===== src/rtl/crc_fprint_gen.sv =====
// crc_fprint_gen: folds accepted retired stores into a reflected CRC-32 and emits one fingerprint write per block
//
// Ports:
//   clk, reset_n                       clock, asynchronous active-low reset
//   store_valid/address/data           retired store stream from the core
//   task_id                            key of the task being fingerprinted
//   block_size                         stores per fingerprint (0 acts as 1)
//   fprint_enable                      fingerprinting active; falling edge flushes a partial block
//   pause_reset                        discards the current partial block
//   write, write_data, write_address   fingerprint write towards crc_store_buffer
//   crc_task                           key latched at the first store of the emitted block
//   crc_ready                          block-complete pulse (same cycle as write)
//   data_write                         pulse one cycle after each accepted store
//
// Build option: define CRC_STORE_ADDR_EN to fold the store address into the CRC input word.
module crc_fprint_gen #(
  parameter int          COUNT_WIDTH              = 16,
  parameter logic [26:0] COMPARATOR_BASE          = 27'h0,
  parameter int          CRC_KEY_WIDTH            = 8,
  parameter logic [26:0] COMPARATOR_CRC_OFFSET_4X = 27'h10
) (
  input  logic                     clk,
  input  logic                     reset_n,
  input  logic                     store_valid,
  input  logic [26:0]              store_address,
  input  logic [31:0]              store_data,
  input  logic [CRC_KEY_WIDTH-1:0] task_id,
  input  logic [COUNT_WIDTH-1:0]   block_size,
  input  logic                     fprint_enable,
  input  logic                     pause_reset,
  output logic                     write,
  output logic [31:0]              write_data,
  output logic [26:0]              write_address,
  output logic [CRC_KEY_WIDTH-1:0] crc_task,
  output logic                     crc_ready,
  output logic                     data_write
);
  localparam logic [31:0] POLY = 32'hEDB88320;
  localparam logic [31:0] INIT = 32'hFFFFFFFF;
  typedef enum logic [1:0] {IDLE, ACCUM, EMIT} state_t;
  state_t                   state_q;
  logic [31:0]              crc_q, crc_d, word, wdata_q;
  logic [COUNT_WIDTH-1:0]   cnt_q, cnt_d, eff_bs;
  logic [CRC_KEY_WIDTH-1:0] key_q, task_q;
  logic                     en_q, write_q, dw_q;
  logic                     in_window, acc, full, flush, first;
`ifdef CRC_STORE_ADDR_EN
  assign word = store_data ^ {5'b0, store_address};
`else
  assign word = store_data;
`endif
  // LSB-first bitwise update consumes store_data[7:0] first, matching byte-serial CRC-32
  always_comb begin
    crc_d = crc_q ^ word;
    for (int i = 0; i < 32; i++) crc_d = crc_d[0] ? ((crc_d >> 1) ^ POLY) : (crc_d >> 1);
  end
  assign in_window = store_address[26:6] == COMPARATOR_BASE[26:6];
  assign acc       = store_valid & fprint_enable & ~pause_reset & ~in_window;
  assign eff_bs    = (block_size == '0) ? {{(COUNT_WIDTH-1){1'b0}}, 1'b1} : block_size;
  assign cnt_d     = cnt_q + 1'b1;
  assign first     = cnt_q == '0;
  // >= lets a block_size lowered below the running count close the block on the next store
  assign full      = acc & (cnt_d >= eff_bs);
  assign flush     = en_q & ~fprint_enable & ~first & ~pause_reset;
  always_ff @(posedge clk or negedge reset_n)
    if (!reset_n) begin
      state_q <= IDLE;
      crc_q   <= INIT;
      cnt_q   <= '0;
      key_q   <= '0;
      en_q    <= 1'b0;
      write_q <= 1'b0;
      wdata_q <= '0;
      task_q  <= '0;
      dw_q    <= 1'b0;
    end else begin
      en_q    <= fprint_enable;
      dw_q    <= acc;
      write_q <= full | flush;
      if (full) begin
        wdata_q <= ~crc_d;
        task_q  <= first ? task_id : key_q;
      end else if (flush) begin
        wdata_q <= ~crc_q;
        task_q  <= key_q;
      end
      if (acc && first) key_q <= task_id;
      if (pause_reset || full || flush) begin
        crc_q   <= INIT;
        cnt_q   <= '0;
        state_q <= (full || flush) ? EMIT : IDLE;
      end else if (acc) begin
        crc_q   <= crc_d;
        cnt_q   <= cnt_d;
        state_q <= ACCUM;
      end else if (state_q == EMIT) begin
        state_q <= IDLE;
      end
    end
  assign write         = write_q;
  assign crc_ready     = write_q;
  assign write_data    = wdata_q;
  assign crc_task      = task_q;
  assign data_write    = dw_q;
  assign write_address = COMPARATOR_BASE | COMPARATOR_CRC_OFFSET_4X;
endmodule

===== config.mk =====
export PLATFORM = sky130hd
export DESIGN_NAME = crc_fprint_gen
export DESIGN_NICKNAME = d
export VERILOG_FILES = /design/src/rtl/crc_fprint_gen.sv
export SDC_FILE = /design/constraint.sdc
export NUM_CORES = 1
export LEC_CHECK = 0
export ABC_AREA = 1
export CORE_ASPECT_RATIO = 1.1
export CORE_UTILIZATION = 60
export CTS_CLUSTER_SIZE = 30
export DETAILED_ROUTE_END_ITERATION = 8
export HOLD_SLACK_MARGIN = 0.06
export PLACE_DENSITY = 0.93
export SLEW_MARGIN = 20
export SYNTH_ARGS = -nofsm -noshare
export SYNTH_HDL_FRONTEND = slang
export SYNTH_SLANG_ARGS = --single-unit

===== constraint.sdc =====
create_clock -name clk -period 7.7 [get_ports clk]
set_clock_uncertainty 0.15 [all_clocks]
set_input_delay 1.925 -clock clk [delete_from_list [all_inputs] [get_ports clk]]
set_output_delay 1.925 -clock clk [all_outputs]
set_load 0.02 [all_outputs]

== After elaboration in Yosys (flattened, before gate mapping) ==
Cells that the tools add are included.
Operators by class
  multiplexer cells: 42
  $add $sub $neg: 1
  order comparisons: 1
  reductions and logical operators: 8
  bitwise gates (word level): 47
Operators by type and width (number)
  $mux 32: 36
  $not 13->14: 32
  $not 32->32: 2
  $mux 16: 3
  $logic_not 16->1: 2
  $xor 32x32->32: 1
  $mux 8: 3
  $logic_not 21->1: 1
  $add 16x1->16 const B: 1
  $ge 16x16->1: 1
  $and 1x1->1: 7
  $not 1->1: 4
  $reduce_bool 2->1: 2
  $logic_or 1x1->1: 2
  $logic_and 1x1->1: 1
  $or 1x1->1: 1
Word-level totals
  input bits: 88
  output and inout bits: 70
  flip-flop bits (word level): 99

== Longest topological paths before layout ==
Gate-level depths: netlist of run 1.
  depth in word-level cells: 67
  depth in mapped cells: 28
  mapped depth without buffers: 28

== Worst setup path after synthesis of run 1 ==
Ideal clock, no wire load.
  kind: input to register
  start point: input port block_size[7]
  end point: register cnt_q[10]
  stages: 26
  arrival: 4445 ps
  slack: 2967 ps
  required time: 7412 ps
  buffers on the path: 2
  cell sequence: inv_1 nand4_1 nor3_1 a41o_1 ha_1 inv_1 nand2_1 a21oi_1 o21ai_0 nand2_1 nand2_1 nand2_1 nand2_1 nand2_1 nand2_1 nand2_1 nand2_1 a21oi_1 o21ai_0 nand2_2 nand2_1 nor2_1 nand2_1 clkbuf_1 clkbuf_1 o22ai_1
Between the ends
  cells in the longest elaborated chain, start to end: 7
  elaborated cells between the ends (all ways): 8
  those cells by class: order compare: 1; mux: 2; bitwise: 1; reduce/logical: 4
Ends and longest elaborated chain
  start, declared: line 28  | input logic [COUNT_WIDTH-1:0] block_size,
  $logic_not 16->1: line 59  | assign eff_bs = (block_size == '0) ? {{(COUNT_WIDTH-1){1'b0}}, 1'b1} : block_size;
  $mux 16 (*): line 59
  $ge 16x16->1 (*): line 63  | assign full = acc & (cnt_d >= eff_bs);
  $and 1x1->1 (*): line 63
  $logic_or 1x1->1 (*) (2 in series): line 88  | if (pause_reset || full || flush) begin
  $mux 16 or $reduce_bool 2->1 (tied branches)
  end signal, assigned: line 94  | cnt_q <= cnt_d;
  end, declared: line 43  | logic [COUNT_WIDTH-1:0] cnt_q, cnt_d, eff_bs;
Every way passes the cells marked *; elsewhere a longest branch is shown, timed or not.
A chain may end at the register's enable or synchronous reset.

== Worst setup path in the final report of run 1 ==
  start point: input port block_size[13]
  end point: register crc_q[29]
Between the ends
  cells in the longest elaborated chain, start to end: 7
  elaborated cells between the ends (all ways): 8
  those cells by class: order compare: 1; mux: 2; bitwise: 1; reduce/logical: 4
Ends and longest elaborated chain
  $logic_not 16->1: line 59
  $mux 16 (*): line 59
  $ge 16x16->1 (*): line 63
  $and 1x1->1 (*): line 63
  $logic_or 1x1->1 (*) (2 in series): line 88
  $mux 32 or $reduce_bool 2->1 (tied branches)
  end signal, assigned: line 93  | crc_q <= crc_d;
  end, declared: line 42  | logic [31:0] crc_q, crc_d, word, wdata_q;
Marked as above.

==> summary.txt, run 1 <==
Cell Area, Synth -> 10300 um2
First-pass GRT wire length -> 53700 um
Actual slew at the worst max-slew pin -> 0.957 ns
MaxCap Viol Count -> 0
Fin crit period -> 6.01 ns
Post-synth top flop -> dfrtp_1
WHS -> 0.342 ns
Routed Antenna Nets -> 0
Grt total ovfl -> 0
# IOs -> 158
RSZ-0062 raised after global routing -> no
Syn Area/Cell -> 6.27 um2
Clk slew on worst S/H paths -> 0.07 ns
DIE WIDTH -> 127 um
Final Hold Vio Count -> 0
Synth top area cells -> nand2_1, dfrtp_1, nand3_1
Cells after Synth -> 1640
Period utilization -> 78.1%
Worst path top cell family by delay -> simple AND/OR/NAND/NOR gates
Crit path max fanout -> 29
Hold buffers post-CTS -> 0
Highest routed layer -> met4
Final max-slew violation count -> 0
Antenna diode count -> 0
Post_cts resized -> 0
Die area -> 17700 um2
Initial core utilization -> 62.1%
Slowest stage cell, crit path -> nor4_1
Largest net degree at the start of global routing -> 78
H-Tree Depth -> 3
Vias per cell -> 5.78
CTS Buffer Depth -> 2
Required @ worst endpoint -> 7.82 ns
Cell Area, Placed -> 11500 um2
Final instance area -> 11800 um2
Area share of the largest cell type after synthesis -> 24.4%
Hold Path Class -> reg2reg
WL met2 -> 16200 um
PortBufs -> 124
Leading cell types by count after synthesis -> nand2_1, nand3_1, inv_1
Clk Latency, worst-skew pair -> 0.35 ns
Outcome -> complete, no violations
Vias in the first global route -> 10700
Initial antenna violation count -> 0
Gp weighted congestion -> 0.996
Tot GR Track Use -> 39.1%
CTS Root Cell -> clkbuf_16
CTS tree -> yes
CP endpoint kind -> flip-flop
EDFF count, synth -> 0
Die Y-Extent -> 139 um
#FFs+latches synth -> 99
Row count -> 49
Most frequent cell after synthesis -> nand2_1
Core box area -> 16600 um2
Drt wl/cell -> 17.3 um
Critical Path AT -> 6.13 ns
Routed length on met1 -> 12200 um
CTS Sinks -> 99
Area grow syn2layout -> 14.9%
Final setup violation count -> 0
Synth cell types -> 50
Critical Path Max Stage Delay -> 0.45 ns
Nets@finish -> 1855
Startpoint Class -> input port
Post-synth top area cell -> nand2_1
Most used cell, CP -> nand2_1
Starting DRC count in detailed routing -> 1081
Slew headroom -> 36.2%
DR DRC count -> 0
WL met3 -> 3100 um
Total Wirelength -> 34000 um
Final HPWL DP -> 26300 um
Fmax -> 166 MHz
Crit path buf inv count -> 5
Final TNS setup -> 0 ns
Total number of yosys warnings -> 0
Seq/Total Area, Yosys -> 24.5%
Async set-reset flop share out of synthesis -> 100%
1st-pass router iterations -> 6
Setup bufs post-CTS -> 0
Share of layout cells above drive strength 1 -> 11.3%
CTS buffer count -> 9
Via count -> 11300
Setup CP Type -> in2reg
## state kept, by name, summed over array words and instances (netlist names)
register	flops
crc_ready	1
crc_task	8
key_q	8
write_data	32
crc_q	32
cnt_q	16
en_q	1
data_write	1
## area by class of cell
cell class              instances  area (um2)
clock buffers                   9         225
clock inverters                 7        70.1
fillers                      1331        4740
inverters                     170         641
multi-input cells            1340        6830
flip-flops and latches         99        2520
well taps                     204         255
repair buffers                129        1280
## per-layer routing
metal  vias to the layer above  GRT usage [%]
met2                       685           66.2
li1                       5305              -
met4                         0           26.4
met5                         -              0
met3                       173           5.23
met1                      5157           46.1
## placed cells by master, fill, tap and decap left out, types with 16 or more instances in the layout
| master | count |
|---|---|
| nand2_1 | 669 |
| nand3_1 | 178 |
| inv_1 | 152 |
| clkdlybuf4s50_1 | 123 |
| nand2_2 | 86 |
| nor2_1 | 84 |
| xor2_1 | 79 |
| dfrtp_1 | 67 |
| dfstp_2 | 32 |
| a21oi_1 | 30 |
| xnor2_1 | 27 |
| conb_1 | 27 |
| o21ai_0 | 25 |
| nand2_4 | 21 |
| ha_1 | 18 |
| inv_2 | 16 |
## kinds of logic after synthesis
logic type	count (synthesis)	synth area share (%)
AND/OR/NAND/NOR	1088	47.4
buffers and inverters	226	10.0
XOR/XNOR	113	10.5
flip-flops	99	24.5
AO/OA/AOI/OAI	93	5.30
adder cells (fa/ha/maj)	18	2.19
other	2	0.0731
multiplexers	1	0.0974
## final timing paths
kind                                 startpoint                         to  slack [ns]  cells after the start
setup / recovery                 block_size[13]      crc_q[29]$_DFFE_PN1P_        1.69                     26
min in group asynchronous               reset_n       data_write$_DFF_PN0_        1.31                      1
max in group asynchronous               reset_n  write_data[3]$_DFFE_PN0P_        4.83                      2
hold reg to reg            key_q[7]$_DFFE_PN0P_       key_q[7]$_DFFE_PN0P_        0.34                      2
setup reg to reg           cnt_q[2]$_DFFE_PN0P_      crc_q[29]$_DFFE_PN1P_        2.46                     22
hold / removal             key_q[7]$_DFFE_PN0P_       key_q[7]$_DFFE_PN0P_        0.34                      2
## through the flow
step / worst slack (ns) / cells / utilization [%]
CTS: 1.68 / 1958 / 71.4
detailed placement: 1.36 / 1942 / 69.6
finish: 1.69 / 1958 / 71.4
global placement: 1.46 / 1942 / 69.6
floorplan: 2.97 / 1665 / -
global route: 1.31 / 1958 / 71.4
## worst register-to-register path: cells and delay by family (launching register included)
kind            cells  cell delay (ns)
simple gates       12             2.51
buf+inv             5             0.97
compound gates      3             0.53
flops               1             0.44
fa+ha+maj           1             0.32
xor+xnor            1             0.22
Power of run 1 is left out: the tool's default activity adds up to more than one toggle a clock period on the data nets, which glitch-free logic cannot reach.
==> run 2: changes to the inputs <==
CORE_UTILIZATION = 51   (was 60)
PLACE_DENSITY = 0.84   (was 0.93)
clock period = 5.45 ns   (was 7.7 ns; I/O delays follow)
==> run 2 against run 1 <==
Against the previous run:
- worst hold slack gained 0.0023 ns
- non-clock buffer count grew 14
- register-to-register slack lost 1.8 ns
- via count shrank 2.2%
- sequential share of layout area shrank 0.33 points
- critical path type unchanged
==> summary.txt, run 2 (synthesis gave the netlist of run 1 again) <==
Outcome -> complete, no violations
CTS Sinks -> 99
Initial core utilization -> 51.9%
Final Hold Vio Count -> 0
Routed Antenna Nets -> 0
DIE WIDTH -> 137 um
Final TNS setup -> 0 ns
Final setup violation count -> 0
Nets@finish -> 1869
Row count -> 54
Hold buffers post-CTS -> 0
CTS tree -> yes
Vias per cell -> 5.48
Final max-slew violation count -> 0
Final HPWL DP -> 26900 um
Hold Path Class -> reg2reg
Clk Latency, worst-skew pair -> 0.36 ns
Die Y-Extent -> 151 um
Fmax -> 204 MHz
Initial antenna violation count -> 0
Starting DRC count in detailed routing -> 835
Hold depth -> 2
Grt total ovfl -> 0
DR DRC count -> 0
Tot GR Track Use -> 33.4%
Post_cts resized -> 0
First-pass GRT wire length -> 52400 um
CTS Root Cell -> clkbuf_16
Setup bufs post-CTS -> 0
Core box area -> 19800 um2
Total Wirelength -> 34000 um
CP endpoint kind -> flip-flop
Critical Path AT -> 4.98 ns
Commonest cells after routing, fill and taps aside -> nand2_1, nand3_1, inv_1
FF-to-FF path depth -> 20
Die area -> 20700 um2
MaxCap Viol Count -> 0
Slew headroom -> 51.0%
Drt wl/cell -> 16.8 um
Vias in the first global route -> 10200
CTS buffer count -> 9
Actual slew at the worst max-slew pin -> 0.734 ns
Largest net degree at the start of global routing -> 59
# IOs -> 158
CTS Buffer Depth -> 2
H-Tree Depth -> 3
Required @ worst endpoint -> 5.53 ns
Via count -> 11100
PortBufs -> 124
Fin crit period -> 4.90 ns
Crit path max fanout -> 27
Setup CP Type -> in2reg
RSZ-0062 raised after global routing -> no
Most common cell after layout, fill and taps aside -> nand2_1
Area grow syn2layout -> 16.8%
Gp weighted congestion -> 0.983
Share of layout cells above drive strength 1 -> 12.0%
Clk slew on worst S/H paths -> 0.08 ns
Period utilization -> 89.9%
1st-pass router iterations -> 5
Startpoint Class -> input port
Antenna diode count -> 0
run 2: cell count changes in the layout (fill, tap and decap cells not counted):
cell,previous run,this run
buf_12,0,1
clkinv_2,1,0
clkinv_4,2,1
clkinvlp_4,0,1
clkinv_8,1,2
buf_4,6,19
run 2: through the flow:
stage / worst slack, ns / cell area [um2] / cells / utilization, % / hold slack [ns]
final: 0.550 / 12000 / 2020 / 60.6 / 0.344
after global routing: 0.179 / 12000 / 2020 / 60.6 / 0.365
after CTS: 0.572 / 12000 / 2020 / 60.6 / 0.343
after detailed placement: 0.241 / 11700 / 2004 / 59.1 / 0.324
after global placement: 0.319 / 11700 / 2004 / 59.1 / 0.318
after floorplan: 1.28 / 10400 / 1665 / - / 0.304
run 2: path summary, 6_finish.rpt:
check                                     start                          to  slack, ns
hold reg to reg            key_q[6]$_DFFE_PN0P_        key_q[6]$_DFFE_PN0P_       0.34
max in group asynchronous               reset_n       crc_q[30]$_DFFE_PN1P_       3.18
setup reg to reg           cnt_q[2]$_DFFE_PN0P_  write_data[24]$_DFFE_PN0P_       0.70
setup / recovery                 block_size[13]  write_data[24]$_DFFE_PN0P_       0.55
min in group asynchronous               reset_n  write_data[11]$_DFFE_PN0P_       0.91
hold / removal             key_q[6]$_DFFE_PN0P_        key_q[6]$_DFFE_PN0P_       0.34
run 2: cell type report:
class	count	area, um2
Fill cell	1856	7800
Multi-Input combinational cell	1340	6830
Sequential cell	99	2520
Timing Repair Buffer	143	1390
Inverter	170	641
Tap cell	252	315
Clock buffer	9	225
Clock inverter	7	80.1
run 2: metal layers:
| layer | GRT usage (%) | vias up | routed length [um] |
|---|---|---|---|
| met5 | 0 | - | 0 |
| met4 | 21.6 | 0 | 2280 |
| met3 | 4.55 | 116 | 2610 |
| met2 | 55.3 | 526 | 15800 |
| met1 | 40.4 | 5084 | 13300 |
| li1 | - | 5340 | - |
run 2: critical path, cell delays in order:
cell and delay (ns):
clkdlybuf4s50_1 0.42, nor4_1 0.35, buf_4 0.19, a41o_1 0.17
ha_1 0.13, inv_1 0.04, nand2_1 0.04, a21oi_1 0.05
o21ai_0 0.15, nand2_1 0.07, nand2_1 0.06, nand2_1 0.04
nand2_1 0.06, nand2_1 0.05, nand2_1 0.05, nand2_1 0.04
nand2_1 0.08, a21oi_1 0.07, o21ai_0 0.34, nand2_2 0.11
nand2_1 0.12, buf_4 0.33, inv_1 0.11, buf_4 0.20
nand2_1 0.06, o21ai_0 0.08, o21bai_1 0.19
Power of run 2 is left out for the same reason.
==> run 3: changes to the inputs <==
PLACE_DENSITY = 0.79   (was 0.84)
==> run 3 against run 2 <==
Against the previous run:
- count of clock-buffer cells in the layout stayed put
- register-to-register slack improved by 0.11 ns
- global-route usage down 0.72 points
- critical path depth did not move
- flip-flop and latch count did not move
- worst hold slack gained 0.0038 ns
- maximum frequency rose by 4.2%
- first-iteration DRC count down 12%
- setup slack better by 0.20 ns
- via count fell by 1.8%
- routed wire length decreased by 1.6%
- largest cell class unchanged
==> summary.txt, run 3 (synthesis gave the netlist of run 1 again) <==
RSZ-0062 raised after global routing -> no
Fmax -> 213 MHz
Critical Path AT -> 4.81 ns
H-Tree Depth -> 3
Commonest cells after routing, fill and taps aside -> nand2_1, nand3_1, inv_1
Worst path top cell family by delay -> simple AND/OR/NAND/NOR gates
Crit path buf inv count -> 4
Die area -> 20700 um2
MaxCap Viol Count -> 0
Setup bufs post-CTS -> 0
Hold buffers post-CTS -> 0
Post-Layout Cell Count -> 2029
Fin util -> 61.0%
Vias per cell -> 5.35
CTS Root Cell -> clkbuf_16
Largest net degree at the start of global routing -> 61
WHS -> 0.348 ns
1st-pass router iterations -> 5
Clk Latency, worst-skew pair -> 0.36 ns
Worst Setup SP -> store_data[0]
Slew headroom -> 46.2%
Outcome -> complete, no violations
CTS buffer count -> 9
Starting DRC count in detailed routing -> 731
Final max-slew violation count -> 0
Crit path max fanout -> 11
Row count -> 54
DIE WIDTH -> 137 um
Clk slew on worst S/H paths -> 0.08 ns
Initial antenna violation count -> 1
CTS Buffer Depth -> 2
Post_cts resized -> 0
Final setup violation count -> 0
Final TNS setup -> 0 ns
Share of layout cells above drive strength 1 -> 12.4%
Grt total ovfl -> 0
Required @ worst endpoint -> 5.55 ns
CTS tree -> yes
Via count -> 10900
Gp weighted congestion -> 1.01
Core box area -> 19800 um2
Actual slew at the worst max-slew pin -> 0.806 ns
Worst Hold Launch -> key_q[3]$_DFFE_PN0P_
Tot GR Track Use -> 32.6%
Nets@finish -> 1878
Setup CP Type -> in2reg
Placed cells -> 2013
Vias in the first global route -> 9785
PortBufs -> 124
First-pass GRT wire length -> 50800 um
Drt wl/cell -> 16.5 um
Initial core utilization -> 51.9%
Startpoint Class -> input port
Worst reg2reg startpoint -> cnt_q[2]$_DFFE_PN0P_
Total Wirelength -> 33400 um
Antenna diode count -> 0
Final HPWL DP -> 27100 um
Slowest stage cell, crit path -> clkdlybuf4s50_1
Final Hold Vio Count -> 0
Most used cell, CP -> nand2_1
Area grow syn2layout -> 17.5%
Fin crit period -> 4.70 ns
CP endpoint kind -> flip-flop
CTS Sinks -> 99
Hold Path Class -> reg2reg
DR DRC count -> 0
# IOs -> 158
Most common cell after layout, fill and taps aside -> nand2_1
Die Y-Extent -> 151 um
Critical Path Max Stage Delay -> 0.51 ns
Period utilization -> 86.3%
Routed Antenna Nets -> 0
-- run 3: cell types whose count changed in the layout (fill, tap and decap cells not counted), sizes merged --
cell,change
inv,+1
buf,+9
clkinvlp,-1
-- run 3: stage by stage --
| stage | setup WS [ns] | instance area (um2) |
|---|---|---|
| after floorplan | 1.28 | 10400 |
| after global placement | 0.395 | 11800 |
| after detailed placement | 0.373 | 11800 |
| after CTS | 0.741 | 12100 |
| after global routing | 0.357 | 12100 |
| final | 0.746 | 12100 |
-- run 3: area by class of cell --
| cell class | count | area [um2] |
|---|---|---|
| clock inverters | 7 | 88.8 |
| clock buffers | 9 | 225 |
| flip-flops and latches | 99 | 2520 |
| inverters | 170 | 641 |
| multi-input cells | 1340 | 6830 |
| fillers | 1848 | 7720 |
| well taps | 252 | 315 |
| repair buffers | 152 | 1460 |
-- run 3: final timing paths --
path	end	slack, ns	cells after the start
max	write_data[5]$_DFFE_PN0P_	0.75	27
min	key_q[3]$_DFFE_PN0P_	0.35	2
max reg2reg	crc_q[3]$_DFFE_PN1P_	0.81	18
min reg2reg	key_q[3]$_DFFE_PN0P_	0.35	2
max in group asynchronous	crc_q[28]$_DFFE_PN1P_	3.20	2
min in group asynchronous	write_data[6]$_DFFE_PN0P_	0.93	1
-- run 3: worst min-delay path, delay by kind of cell, from the launching register on --
family             cells  cell delay (ns)
and+or+nand+nor        1             0.05
DFF                    1             0.35
AOI/OAI and AO/OA      1             0.06
-- run 3: per-layer routing --
| layer | vias to the layer above | global-route usage [%] | share of wire, % | wire length, um |
|---|---|---|---|---|
| met5 | - | 0 | 0.033 | 11 |
| met4 | 2 | 19.2 | 6.0 | 2010 |
| met3 | 94 | 4.65 | 7.1 | 2370 |
| met2 | 459 | 55.7 | 48 | 16100 |
| met1 | 4944 | 38.9 | 39 | 13000 |
| li1 | 5366 | - | - | - |
Power of run 3 is left out for the same reason.
